--- config.mk ---
export PLATFORM = sky130hd
export DESIGN_NAME = inst_mem_loader
export DESIGN_NICKNAME = d
export VERILOG_FILES = /design/src/rtl/inst_loader_pkg.sv /design/src/rtl/inst_mem_loader_word_assembler.sv /design/src/rtl/inst_mem_loader.sv
export SDC_FILE = /design/constraint.sdc
export NUM_CORES = 1
export LEC_CHECK = 0
export ABC_AREA = 1
export CORE_MARGIN = 2
export CORE_UTILIZATION = 40
export CTS_BUF_LIST = sky130_fd_sc_hd__clkbuf_16
export DETAILED_ROUTE_END_ITERATION = 16
export MAX_ROUTING_LAYER = met4
export PLACE_DENSITY = 0.58
export SYNTH_ARGS = -nofsm -noshare
export SYNTH_HDL_FRONTEND = slang
export SYNTH_SLANG_ARGS = --single-unit
--- constraint.sdc ---
create_clock -name clk -period 2.1 [get_ports clk]
set_clock_uncertainty 0.05 [all_clocks]
set_input_delay 0.42 -clock clk [delete_from_list [all_inputs] [get_ports clk]]
set_output_delay 0.42 -clock clk [all_outputs]
set_load 0.01 [all_outputs]
--- src/rtl/inst_loader_pkg.sv ---
// Shared types and constants for the instruction-memory boot loader.
// LOADER_CHECKSUM_EN enables the trailing checksum byte and the CHK state.
package inst_loader_pkg;

   typedef enum logic [2:0] {
      IDLE   = 3'd0,
      HDR_LO = 3'd1,
      HDR_HI = 3'd2,
      DATA   = 3'd3,
      CHK    = 3'd4,
      DONE   = 3'd5,
      ERR    = 3'd6
   } state_t;

   localparam int HDR_BYTES  = 2;
   localparam int WORD_BYTES = 4;

   // Running XOR parity over payload bytes.
   function automatic logic [7:0] chk_fold(input logic [7:0] acc, input logic [7:0] b);
      return acc ^ b;
   endfunction

endpackage

--- src/rtl/inst_mem_loader_word_assembler.sv ---
// Collects four little-endian bytes into one 32-bit word; flags the word on its 4th byte.
module word_assembler
   import inst_loader_pkg::*;
(
   input  logic        clk,
   input  logic        rst_n,
   input  logic        clr,
   input  logic        byte_en,
   input  logic [7:0]  byte_in,
   output logic        word_valid,
   output logic [31:0] word
);

   logic [1:0]  cnt_r;
   logic [31:0] word_r;

   // Byte counter and shift register; newest byte enters at the top.
   always_ff @(posedge clk or negedge rst_n) begin
      if (!rst_n) begin
         cnt_r  <= 2'd0;
         word_r <= 32'd0;
      end else if (clr) begin
         cnt_r  <= 2'd0;
         word_r <= 32'd0;
      end else if (byte_en) begin
         cnt_r  <= cnt_r + 2'd1;
         word_r <= {byte_in, word_r[31:8]};
      end else begin
         cnt_r  <= cnt_r;
         word_r <= word_r;
      end
   end

   // Completed word is presented combinationally alongside its final byte.
   always_comb begin
      word_valid = byte_en && (cnt_r == 2'(WORD_BYTES - 1));
      word       = {byte_in, word_r[31:8]};
   end

endmodule

--- src/rtl/inst_mem_loader.sv ---
// Boot-time loader: byte stream with a 16-bit word count header into instruction memory.
// Build option LOADER_CHECKSUM_EN appends an XOR checksum byte verified in state CHK.
module inst_mem_loader
   import inst_loader_pkg::*;
#(
   parameter int ADDR_W = 6,
   parameter int DEPTH  = 64
)(
   input  logic              clk,
   input  logic              rst_n,
   input  logic              load_start,
   input  logic              in_valid,
   input  logic [7:0]        in_data,
   output logic              in_ready,
   output logic              mem_we,
   output logic [ADDR_W-1:0] mem_addr,
   output logic [31:0]       mem_wdata,
   output logic              cpu_hold,
   output logic              done,
   output logic              error
);

   localparam logic [16:0] DEPTH_C = 17'(DEPTH);

   state_t              state_r, next_state_s;
   logic [7:0]          n_lo_r;
   logic [15:0]         n_r;
   logic [ADDR_W-1:0]   addr_r;
   logic                fire_s, start_s, byte_en_s, last_word_s;
   logic                word_valid_s;
   logic [31:0]         word_s;
   logic [15:0]         n_full_s;
   logic                in_ready_s, done_s, error_s, cpu_hold_s;
   logic                in_ready_r, mem_we_r, cpu_hold_r, done_r, error_r;
   logic [ADDR_W-1:0]   mem_addr_r;
   logic [31:0]         mem_wdata_r;
`ifdef LOADER_CHECKSUM_EN
   logic [7:0]          chk_r;
`endif

   assign fire_s      = in_valid && in_ready_r;
   assign start_s     = load_start && ((state_r == IDLE) || (state_r == DONE) || (state_r == ERR));
   assign byte_en_s   = fire_s && (state_r == DATA);
   assign n_full_s    = {in_data, n_lo_r};
   assign last_word_s = (16'(addr_r) == (n_r - 16'd1));

   word_assembler u_asm (
      .clk        (clk),
      .rst_n      (rst_n),
      .clr        (start_s),
      .byte_en    (byte_en_s),
      .byte_in    (in_data),
      .word_valid (word_valid_s),
      .word       (word_s)
   );

   // State register.
   always_ff @(posedge clk or negedge rst_n) begin
      if (!rst_n) begin
         state_r <= IDLE;
      end else begin
         state_r <= next_state_s;
      end
   end

   // Next-state logic.
   always_comb begin
      next_state_s = state_r;
      case (state_r)
         IDLE, DONE, ERR: begin
            if (load_start) next_state_s = HDR_LO;
            else            next_state_s = state_r;
         end
         HDR_LO: begin
            if (fire_s) next_state_s = HDR_HI;
            else        next_state_s = state_r;
         end
         HDR_HI: begin
            if (!fire_s) begin
               next_state_s = state_r;
            end else if ({1'b0, n_full_s} > DEPTH_C) begin
               next_state_s = ERR;
            end else if (n_full_s == 16'd0) begin
`ifdef LOADER_CHECKSUM_EN
               next_state_s = CHK;
`else
               next_state_s = DONE;
`endif
            end else begin
               next_state_s = DATA;
            end
         end
         DATA: begin
            if (word_valid_s && last_word_s) begin
`ifdef LOADER_CHECKSUM_EN
               next_state_s = CHK;
`else
               next_state_s = DONE;
`endif
            end else begin
               next_state_s = state_r;
            end
         end
`ifdef LOADER_CHECKSUM_EN
         CHK: begin
            if (!fire_s)               next_state_s = state_r;
            else if (in_data == chk_r) next_state_s = DONE;
            else                       next_state_s = ERR;
         end
`endif
         default: next_state_s = IDLE;
      endcase
   end

   // Status outputs decoded from the upcoming state so they can be registered.
   always_comb begin
      in_ready_s = (next_state_s == HDR_LO) || (next_state_s == HDR_HI) ||
                   (next_state_s == DATA)   || (next_state_s == CHK);
      done_s     = (next_state_s == DONE);
      error_s    = (next_state_s == ERR);
      cpu_hold_s = (next_state_s != DONE);
   end

   // Registered outputs; a write pulse follows the 4th byte of each word by one cycle.
   always_ff @(posedge clk or negedge rst_n) begin
      if (!rst_n) begin
         in_ready_r  <= 1'b0;
         done_r      <= 1'b0;
         error_r     <= 1'b0;
         cpu_hold_r  <= 1'b1;
         mem_we_r    <= 1'b0;
         mem_addr_r  <= '0;
         mem_wdata_r <= 32'd0;
      end else begin
         in_ready_r <= in_ready_s;
         done_r     <= done_s;
         error_r    <= error_s;
         cpu_hold_r <= cpu_hold_s;
         mem_we_r   <= word_valid_s;
         if (word_valid_s) begin
            mem_addr_r  <= addr_r;
            mem_wdata_r <= word_s;
         end
      end
   end

   // Header count, word index and payload checksum.
   always_ff @(posedge clk or negedge rst_n) begin
      if (!rst_n) begin
         n_lo_r <= 8'd0;
         n_r    <= 16'd0;
         addr_r <= '0;
`ifdef LOADER_CHECKSUM_EN
         chk_r  <= 8'd0;
`endif
      end else if (start_s) begin
         n_lo_r <= 8'd0;
         n_r    <= 16'd0;
         addr_r <= '0;
`ifdef LOADER_CHECKSUM_EN
         chk_r  <= 8'd0;
`endif
      end else begin
         if (fire_s && (state_r == HDR_LO)) n_lo_r <= in_data;
         if (fire_s && (state_r == HDR_HI)) n_r <= n_full_s;
         if (word_valid_s) addr_r <= addr_r + 1'b1;
`ifdef LOADER_CHECKSUM_EN
         if (byte_en_s) chk_r <= chk_fold(chk_r, in_data);
`endif
      end
   end

   assign in_ready  = in_ready_r;
   assign mem_we    = mem_we_r;
   assign mem_addr  = mem_addr_r;
   assign mem_wdata = mem_wdata_r;
   assign cpu_hold  = cpu_hold_r;
   assign done      = done_r;
   assign error     = error_r;

endmodule

# Word-level counts from Yosys, hierarchy flattened
# Index checks and enable logic that the tools add are counted.
# classes
n_addsub	3
n_mul	0
n_div	0
n_lt_le_gt_ge	1
eq_ne	14
n_shift	0
n_mux	17
n_bitwise	0
reduce_logical	19
# op_table
operator	count
$mux W32	2
$mux W16	2
$mux W3	6
$eq A6 B16 Y1	1
$gt A16 B7 Y1 const B	1
$logic_not A16 Y1	1
$mux W8	2
$sub A16 B1 Y16 const B	1
$eq A3 B3 Y1 const B	5
$eq A3 B2 Y1 const B	4
$mux W6	2
$pmux W3 S4	1
$reduce_bool A2 Y1	4
$logic_and A1 B1 Y1	7
$add A6 B1 Y6 const B	1
$eq A3 B1 Y1 const B	2
$logic_or A1 B1 Y1	5
$mux W2	2
$logic_not A3 Y1	1
$ne A3 B3 Y1 const B	1
$reduce_or A3 Y1	1
$add A2 B1 Y2 const B	1
$eq A2 B2 Y1 const B	1
# totals
regBits	110
latchBits	0
ramBits	0
rom_bits	0
inputBits	12
elab_cells	67
n_memories	0

# Logic depth before layout (Yosys ltp)
# logic_depth
depth_word	10
ltp_mapped	16
mapped_depth_nobuf	16

# Hierarchy
# Synthesis repeated with hierarchy kept, for this count alone.
# hier_totals
hier_cells	618
area_unflattened_um2	4996.0
# by_module_without_submodules
mod	n_inst	cells_each	area_per_inst_um2
inst_mem_loader	1	493	3731.1
word_assembler	1	125	1265.0

# Least setup slack after synthesis
# OpenSTA, ideal clock, no wires.
# synth_timing
kind	register to register
startpoint	reg n_r[0]
endpoint	reg in_ready_r, in the netlist in_ready
t_arrival_ns	1.545
required_ns	1.937
setup_slack_ns	0.392
stages_incl_launch_ff	16
synth_period_minus_slack_ns	1.708
cell_sequence	dfrtp_1 -> inv_1 -> ha_1 -> nand2_1 -> nor2_2 -> nand2_1 -> nand2_1 -> nand2_1 -> nor2_1 -> nand2_1 -> nor2_1 -> nand2_1 -> nand2_1 -> nand3_1 -> nand2_1 -> inv_1
# synth_between
elab_chain_cells	9
word_cells_on_any_way	12
cone_classes	1 x add/sub; 5 x eq/ne; 2 x mux; 4 x reduce/logical
# synth_rtl
element	line_no	text
start: declaration	inst_mem_loader.sv:27	logic [15:0] n_r;
start signal: assignment	inst_mem_loader.sv:165	if (fire_s && (state_r == HDR_HI)) n_r <= n_full_s;
$sub A16 B1 Y16 *	inst_mem_loader.sv:45	assign last_word_s = (16'(addr_r) == (n_r - 16'd1));
$eq A6 B16 Y1 *	inst_mem_loader.sv:45	
$logic_and A1 B1 Y1 *	inst_mem_loader.sv:94	if (word_valid_s && last_word_s) begin
$mux W3 *	inst_mem_loader.sv:94	
$pmux W3 S4 *	inst_mem_loader.sv:69	case (state_r)
$eq A3 B1 Y1 / $eq A3 B2 Y1 (equally long branches)	inst_mem_loader.sv:117	in_ready_s = (next_state_s == HDR_LO) || (next_state_s == HDR_HI) ||
$logic_or A1 B1 Y1 (2 in a row)	inst_mem_loader.sv:117	
$logic_or A1 B1 Y1 *	inst_mem_loader.sv:118	(next_state_s == DATA) || (next_state_s == CHK);
net in_ready_s	inst_mem_loader.sv:33	logic in_ready_s, done_s, error_s, cpu_hold_s;
end signal: assignment	inst_mem_loader.sv:135	in_ready_r <= in_ready_s;
end: declaration	inst_mem_loader.sv:34	logic in_ready_r, mem_we_r, cpu_hold_r, done_r, error_r;
# Mark *: on every way through the listed nets, which the timed path passes. The rest lies on a longest branch.
# A chain may end at the register's enable or synchronous reset.

# Worst setup path after layout
# layout_timing
startpoint	reg n_r[1]
endpoint	reg in_ready_r, in the netlist in_ready
# The elaborated chain is that of the path after synthesis.

==> impl_metrics.yaml <==
run_status:
  status: "completed"
grt:
  antenna_found_initial: 0
  grt_pass1_wl_um: 18700
  grt_usage: 0.193
  grt_max_degree: 49
  overflow: 0
  first_global_vias: 3758
final_layout:
  drive_gt1_frac: 0.114
  insertedDiodeCount: 0
  syn2layout_area_growth_pct: 25.6
  nets: 626
  final_cell_area_sq_um: 5740
sta:
  timing.fmax_mhz: 526
  min_period_over_period: 0.905
  rsz0062_at_grt: "false"
  hold_viol_final: 0
  setup_violations: 0
  slew_headroom: 0.669
  report.final.slew_viol_count: 0
  post-route-min-period_ps: 1900
  tightest_slew_ps: 496
  setup-tns-final_ps: 0
die:
  core_sq_um: 11300
  start_util: 0.405
  dieArea_sq_um: 12300
  rows: 39
  die_h_um: 111
  die_w_um: 111
  ios: 55
synth:
  yosysTopAreaCellShare: 0.553
  netlist_top_cells_area: "dfrtp_1 55%, nand2_1 16%, o21ai_0 5.3%, inv_1 4.1%, nor2_1 3.0%"
  synth_cells: 543
  yosysUniqueCellTypes: 34
  ys_seq_area_frac: 0.559
  ys_async_sr_fraction: 1.00
  synth_edf_count: 0
  syn_nets: 558
  ys.flop_type: "dfrtp_1"
  yosysMostFrequentCell: "nand2_1"
  synth_area_sq_um: 4570
  synth.avg_cell_area_sq_um: 8.42
  ys_ff_latch: 102
  synth_warnings: 0
  yosys.area.top_type: "dfrtp_1"
  synthTopCellsByCount: "198 x nand2_1, 101 x dfrtp_1, 50 x inv_1, 48 x o21ai_0, 37 x nor2_1"
worst_hold_path:
  hold_path_class: "reg2reg"
  hold_depth: 2
power_and_ir_drop:
  p_leak_nw: 3.00
  ir_worst_vdd_uv: 582
  power_density_nw_per_um2: 1270
detailed_routing:
  drc: 0
  post_drt_wl_per_cell_um: 14.0
  routed_wirelength_um: 10600
  dr_total_vias: 3669
  viasPerCell: 4.83
  ant_nets: 0
  drt_pass1_iterations: 4
  drtIter0Drc: 216
placement:
  dp.final_hpwl_um: 7720
  dpl_cell_area_sq_um: 5390
  place.gp.congestion: 0.799
  io_buffers: 54
clock_network:
  clk_pin_slew_ps: 70
  cts_tree: "done"
  clk_root_buffer_cell: "clkbuf_16"
  cts_made_buffers: 9
  clockBufferDepth: 2
  insertion_delay_ps: 340
  cts_htree_levels: 3
  cts.sinks: 102
run:
  max_cap_viol_count: 0
worst_setup_path:
  slowest_stage: "dfrtp_1"
  path_class: "reg2reg"
  worstPathArrival_ps: 2090
  required_ps: 2290
  path_common_cell: "nand2_1"
  crit_chain: "inv_1 -> ha_2 -> nand2_1 -> nand2_1 -> xor2_1 -> nand2_1 -> nor2_2 -> nand2_1 -> nor2_1 -> nand2_1 -> nand2_1 -> nand3_1 -> nand2_1 -> inv_1"
  path_max_fanout: 3
  worst_setup_path_start_kind: "register"
  ff2ff_path_depth: 14
  end_kind: "register"
  cpPeakStageDelay_ps: 400
[worst max-delay path: cells and delay by family (launching register included)]
family                     cells  cell delay (ps)
xor gates and xnor gates       1              150
adders and majority gates      1              220
buffers and inverters          2              140
DFF                            1              400
and+or+nand+nor               10              840
[timing repair]
action | CTS | global route
endpoints found under the setup margin | 0 | 5
setup buffers | 0 | 2
endpoints found under the hold margin | 3 | 0
gates resized for setup | 0 | 7
hold buffers | 1 | 0
[placed cells by master (no fill, tap or decap), types with 2 or more instances in the layout]
cell type	instances
clkdlybuf4s50_1	53
a31oi_1	2
clkinv_2	2
buf_12	5
nor2_2	3
inv_2	11
buf_4	15
nand2_1	197
a22oi_1	15
a21oi_1	5
dfrtp_2	2
clkbuf_16	9
nand2_2	4
inv_6	2
inv_1	50
nand3_2	2
ha_1	2
nor2_4	6
xor2_1	6
o21ai_0	48
o21ai_1	3
nor3_1	2
dfrtp_1	99
nand4_1	6
nand3_1	14
nor2_1	36
[logic make-up (layout without fill, tap and decap cells)]
| group | after synthesis | in the layout | share of synthesized area |
|---|---|---|---|
| buf+inv | 78 | 151 | 0.0665 |
| flops | 102 | 102 | 0.559 |
| fa+ha+maj | 3 | 3 | 0.00822 |
| simple gates | 278 | 278 | 0.260 |
| compound gates | 76 | 76 | 0.0950 |
| xor+xnor | 6 | 6 | 0.0115 |
[report_power, final]
group          internal, mW  switching (mW)
clock network         0.933           0.755
registers              2.37           0.410
logic                  1.14            1.69
[through the flow]
stage | power [mW] | setup WS [ps] | utilization | cells | hold WS, ps
2_1_floorplan | 4.58 | 392 | - | 543 | 74.4
3_3_place_gp | 5.28 | 50.0 | 0.478 | 740 | 369
3_5_place_dp | 5.37 | 11.3 | 0.478 | 740 | 374
4_1_cts | 7.09 | 128 | 0.505 | 757 | 425
5_1_grt | 7.90 | 8.00 | 0.509 | 759 | 454
6_report | 7.30 | 199 | 0.509 | 759 | 418
[worst paths after layout]
kind	start	to	slack (ps)
worst min-delay path	mem_wdata[12]$_DFFE_PN0P_	mem_wdata[12]$_DFFE_PN0P_	420
max in group asynchronous	rst_n	cpu_hold$_DFF_PN1_	820
worst max register to register	n_r[1]$_DFFE_PN0P_	in_ready$_DFF_PN0_	200
worst min register to register	mem_wdata[12]$_DFFE_PN0P_	mem_wdata[12]$_DFFE_PN0P_	420
min in group asynchronous	rst_n	mem_wdata[13]$_DFFE_PN0P_	530
worst max-delay path	n_r[1]$_DFFE_PN0P_	in_ready$_DFF_PN0_	200
[registers in the layout (all words and copies together), names as in the netlist]
name and count:
n_lo_r 8, cpu_hold 1, done 1, u_asm.cnt_r 2
u_asm.word_r 24, n_r 16, mem_we 1, error 1
state_r 3, addr_r 6, in_ready 1, mem_addr 6
mem_wdata 32
[layout make-up]
| cell class | count | area, sq um |
|---|---|---|
| Tap cell | 143 | 179 |
| Inverter | 61 | 229 |
| Timing Repair Buffer | 74 | 753 |
| Multi-Input combinational cell | 363 | 1720 |
| Sequential cell | 102 | 2560 |
| Clock buffer | 9 | 225 |
| Fill cell | 1090 | 5530 |
| Clock inverter | 7 | 72.6 |
[per-layer routing]
layer / share of wire / vias up / global-route usage
met3: 0.035 / 11 / 0.0317
met1: 0.48 / 1740 / 0.261
met4: 0.012 / 0 / 0.0558
li1: - / 1847 / -
met2: 0.48 / 71 / 0.305
met5: 0 / - / -
Power figures use the tool's default switching activity.
==> edit 1 (config.mk and constraints unchanged) <==
Register the output `error` once more; this adds one clock of latency there. The other outputs are not delayed to match.
--- a/src/rtl/inst_mem_loader.sv
+++ b/src/rtl/inst_mem_loader.sv
@@ -176,7 +176,9 @@
    assign mem_wdata = mem_wdata_r;
    assign cpu_hold  = cpu_hold_r;
    assign done      = done_r;
-   assign error     = error_r;
+   always_ff @(posedge clk) begin
+      error <= error_r;
+   end
 
 endmodule
 
Formal check against the unedited RTL: not equivalent (a bounded check fails within 4 cycles, from zero or initial values and one cycle with rst_n low).
==> edit 1 against the original RTL <==
The run now ends with hold timing left; sequential cell count rose by 1; area after synthesis rose by 0.44%; design area rose by 0.11%; setup slack improved by 0.023 ns; synthesized cell count rose by 0.18%; routed wire length rose by 1.2%; total power fell by 1.1%; critical endpoint unchanged; largest power group is now registers.
==> edit 1: results (changes against the original RTL) <==
- Status: complete, but fails checks (was complete, no violations)
- Failing checks: hold timing
- Final Hold Fails: 5 (was 0)
- Vias per inst: 4.863 (was 4.834)
- First-pass GRT wire length: 18200 µm (was 18670 µm)
- Hold slack: -0.008687 ns (was 0.4184 ns)
- Total routing usage reported by global routing: 18.79% (was 19.34%)
- Vias in the first global route: 3639 (was 3758)
- Avg Inst Size Synth: 8.436 µm² (was 8.415 µm²)
- CP max FO: 5 (was 3)
- Switching Share: 39.27% (was 39.11%)
- Max Transition Viols Final: 0 (unchanged)
- Commonest non-fill, non-tap cell in the layout: nand2_1 (unchanged)
- Worst-margin pin slew: 0.5178 ns (was 0.4960 ns)
- VDD IR max: 0.5389 mV (was 0.5817 mV)
- Clk Latency, worst-skew pair: between 0.3 and 0.4 ns
- Unique masters post-synth: 35 (was 34)
- Top cells by area, synth: dfrtp_1 (55%), nand2_1 (16%), o21ai_0 (5.2%) (was dfrtp_1 (55%), nand2_1 (16%), o21ai_0 (5.3%))
- Drt first-iter violations: 244 (was 216)
- Filler cells: 1121 (was 1090)
- Layout Nets: 627 (was 626)
- Routed WL per cell: 14.12 µm (was 13.97 µm)
- Static Leak: 3.006 nW (was 3.002 nW)
- Syn Nets: 559 (was 558)
- Hold Crit Class: in -> async (was reg -> reg)
- DP Wirelength: 7873 µm (was 7721 µm)
- GP Congestion: 0.8319 (was 0.7992)
- Post-synth ARST share: 99.03% (was 100.0%)
- Final Non-Filler Cells: 760 (was 759)
- Dpl cells: 742 (was 740)
- Worst path arrival time: 2.07 ns (was 2.09 ns)
- Place WS: -0.01903 ns (was 0.01129 ns)
edit 1: final timing paths:
check                                   startpoint                         to  slack [ns]  cells past startpoint
worst min register to register   error_r$_DFF_PN0_              error$_DFF_P_        0.31                      0
worst min-delay path                         rst_n  mem_wdata[22]$_DFFE_PN0P_      -0.009                      1
max in group asynchronous                    rst_n         cpu_hold$_DFF_PN1_        1.40                      2
min in group clk                 error_r$_DFF_PN0_              error$_DFF_P_        0.31                      0
worst max register to register  n_r[0]$_DFFE_PN0P_         in_ready$_DFF_PN0_        0.22                     15
worst max-delay path            n_r[0]$_DFFE_PN0P_         in_ready$_DFF_PN0_        0.22                     15
edit 1: area by class of cell:
type | count | area [µm²] | area share [%]
timing repair buffer | 74 | 738.2 | 12.85
inverter | 61 | 229.0 | 3.985
sequential | 103 | 2574 | 44.80
clock inverter | 7 | 76.32 | 1.328
tap | 143 | 178.9 | 3.114
clock buffer | 9 | 225.2 | 3.920
multi-input combinational | 363 | 1724 | 30.01
edit 1: power groups by stage:
| stage | Sequential (mW) | Combinational (mW) | Clock [mW] |
|---|---|---|---|
| 3_3_place_gp | 2.82 | 2.49 | 0 |
| 5_1_grt | 2.85 | 3.15 | 1.82 |
| 6_report | 2.79 | 2.73 | 1.70 |
| 4_1_cts | 2.79 | 2.58 | 1.74 |
| 2_1_floorplan | 2.71 | 1.90 | 0 |
| 3_5_place_dp | 2.82 | 2.56 | 0 |
edit 1: logic make-up (layout without fill, tap and decap cells):
family          Yosys count  after routing  share of synthesized area (%)
flops                   103            103                          56.08
simple gates            278            278                          25.87
compound gates           76             76                          9.460
xor+xnor                  6              6                          1.145
buf+inv                  78            151                          6.625
fa+ha+maj                 3              3                         0.8180
edit 1: metrics by stage:
step                      power [mW]  cell area, µm²
after floorplan                4.603            4589
after global placement         5.302            5416
after detailed placement       5.387            5416
after CTS                      7.106            5718
after global routing           7.815            5746
final                          7.220            5746
edit 1: repair_timing:
| action | 4_1_cts | 5_1_grt |
|---|---|---|
| buffers inserted | 0 | 2 |
| resized for setup | 0 | 5 |
| setup endpoints to repair | 0 | 5 |
edit 1: layer usage:
layer	GRT usage, %	share of wire [%]	vias up
met5	-	0	-
met4	6.667	1.3	0
met3	2.734	3.7	10
li1	-	-	1848
met2	29.24	48	63
met1	25.42	47	1775
==> edit 2 (same flow settings) <==
Without the edit above. `ADDR_W`: 6 -> 8.
--- a/src/rtl/inst_mem_loader.sv
+++ b/src/rtl/inst_mem_loader.sv
@@ -3,7 +3,7 @@
 module inst_mem_loader
    import inst_loader_pkg::*;
 #(
-   parameter int ADDR_W = 6,
+   parameter int ADDR_W = 8,
    parameter int DEPTH  = 64
 )(
    input  logic              clk,
Ports: changed (resized mem_addr); port bits go from 55 to 57. The function was not compared with the original's and may differ.
==> edit 2 against the original RTL <==
The flow now finishes with violations (DRC, hold timing); design area grew 4.8%; sequential cell count up 4; global-route usage rose by 0.58 points; non-clock buffer count rose by 15; area after synthesis grew 3.8%; sequential share of layout area decreased by 0.42 points; setup slack lost 0.035 ns; total power decreased by 1.5%; routed wire length is 9.4% higher; die area increased by 3.6%; final cell count up 6.3%; count of clock-buffer cells in the layout unchanged; critical path type unchanged; critical endpoint unchanged; largest power group is now registers; highest routed layer unchanged.
==> edit 2: results (changes against the original RTL) <==
- Place WS: -0.04682 ns (was 0.01129 ns)
- Vias in the first global route: 3884 (was 3758)
- Max FFs per register: 32 (unchanged)
- Seq/Total Area, Yosys: 55.96% (was 55.89%)
- Worst path arrival time: 2.14 ns (was 2.09 ns)
- VDD IR max: 0.6025 mV (was 0.5817 mV)
- Drt first-iter violations: 258 (was 216)
- Worst-margin pin slew: 0.5311 ns (was 0.4960 ns)
- H-tree depth: 3 (unchanged)
- Hold slack: -0.005221 ns (was 0.4184 ns)
- Syn Nets: 591 (was 558)
- Avg Inst Size Synth: 8.233 µm² (was 8.415 µm²)
- GP Congestion: 0.8933 (was 0.7992)
- # diodes: 0 (unchanged)
- Pwr/cell area: 1195 mW/mm² (was 1272 mW/mm²)
- Dpl cells: 791 (was 740)
- # DRC: 4 (was 0)
- Top cells by area, synth: dfrtp_1 (55%), nand2_1 (16%), o21ai_0 (5.4%) (was dfrtp_1 (55%), nand2_1 (16%), o21ai_0 (5.3%))
- Final Hold Fails: 3 (was 0)
- DRT Wirelength: 11600 µm (was 10610 µm)
- Clock period minus worst slack: 1.936 ns (was 1.901 ns)
- Via count: 3932 (was 3669)
- DP Wirelength: 8585 µm (was 7721 µm)
- Setup crit end: in_ready$_DFF_PN0_ (unchanged)
- Layout Nets: 674 (was 626)
- CP Class: reg -> reg (unchanged)
- Status: complete, but fails checks (was complete, no violations)
- Yosys warning count: 0 (unchanged)
- Share of layout cells above drive strength 1: 13.10% (was 11.36%)
- Final Non-Filler Cells: 807 (was 759)
- Hold Crit Class: in -> async (was reg -> reg)
- Met1 wire length: 5780 µm (was 5059 µm)
- Metal3 WL: 368 µm (was 376 µm)
- Met2 wire length: 5163 µm (was 5044 µm)
- Most frequent cells after synthesis: nand2_1 (204), dfrtp_1 (105), inv_1 (58) (was nand2_1 (198), dfrtp_1 (101), inv_1 (50))
- R2R Setup Slk: 0.16 ns (was 0.20 ns)
- Failing checks: DRC, hold timing
- I/O Buffers: 56 (was 54)
- Clk Latency, worst-skew pair: 0.35 ns
- Static Leak: 3.086 nW (was 3.002 nW)
- Total routing usage reported by global routing: 19.92% (was 19.34%)
- Worst R2R Start: n_r[1]$_DFFE_PN0P_ (unchanged)
- Largest net degree at the start of global routing: 51 (was 49)
- CP max FO: 3 (unchanged)
- Unique masters post-synth: 31 (was 34)
- Post-synth ARST share: 100.0% (unchanged)
- Filler cells: 1161 (was 1090)
- Placed cell area: 0.005673 mm² (was 0.005389 mm²)
- R2R depth: 17 (was 14)
- First-pass GRT wire length: 19550 µm (was 18670 µm)
- Detailed Routing Iterations Pass 1: 11 (was 4)
==> edit 2: cell count changes after synthesis, moves of 4 or more <==
cell / unedited run / this run
nor2_1: 37 / 44
dfrtp_1: 101 / 105
inv_1: 50 / 58
a21oi_1: 5 / 10
nand2_1: 198 / 204
nand3_1: 14 / 26
a22oi_1: 15 / 9
==> edit 2: final cells by class <==
| type | count | share of cell area, % |
|---|---|---|
| Multi-Input combinational cell | 384 | 29.73 |
| Inverter | 69 | 4.348 |
| Clock inverter | 7 | 1.269 |
| Clock buffer | 9 | 3.745 |
| Tap cell | 143 | 2.975 |
| Timing Repair Buffer | 89 | 13.81 |
| Sequential cell | 106 | 44.12 |
==> edit 2: kinds of logic (layout without fill, tap and decap cells) <==
family / Yosys count / count (layout) / synth area share [%]
simple gates: 297 / 297 / 25.88
flops: 106 / 106 / 55.96
buf+inv: 86 / 174 / 7.177
compound gates: 78 / 78 / 9.076
xor+xnor: 6 / 6 / 1.108
fa+ha+maj: 3 / 3 / 0.7916
==> edit 2: report_power, final <==
group / switching, mW / internal [mW] / total (mW)
registers: 0.369 / 2.45 / 2.82
clock network: 0.779 / 0.936 / 1.71
logic: 1.64 / 1.01 / 2.65
total: 2.79 / 4.40 / 7.19
==> edit 2: critical path, cell delays in order (launching register included) <==
cell and delay, ns:
dfrtp_1 0.35, inv_1 0.08, ha_4 0.17, buf_4 0.13, inv_2 0.05, nand2_2 0.05, nand2_1 0.05, nand2_1 0.04
nand2_1 0.08, nand2_2 0.06, nor2_2 0.12, nand3_1 0.08, nor2_1 0.13, nand3_2 0.13, nand2_2 0.10, nand3_1 0.06
nand2_1 0.07, inv_1 0.03
==> edit 2: routing by layer <==
metal,track usage [%],vias up
li1,-,1975
met2,28.96,74
met3,2.357,22
met1,28.22,1861
met4,9.024,0
met5,-,-
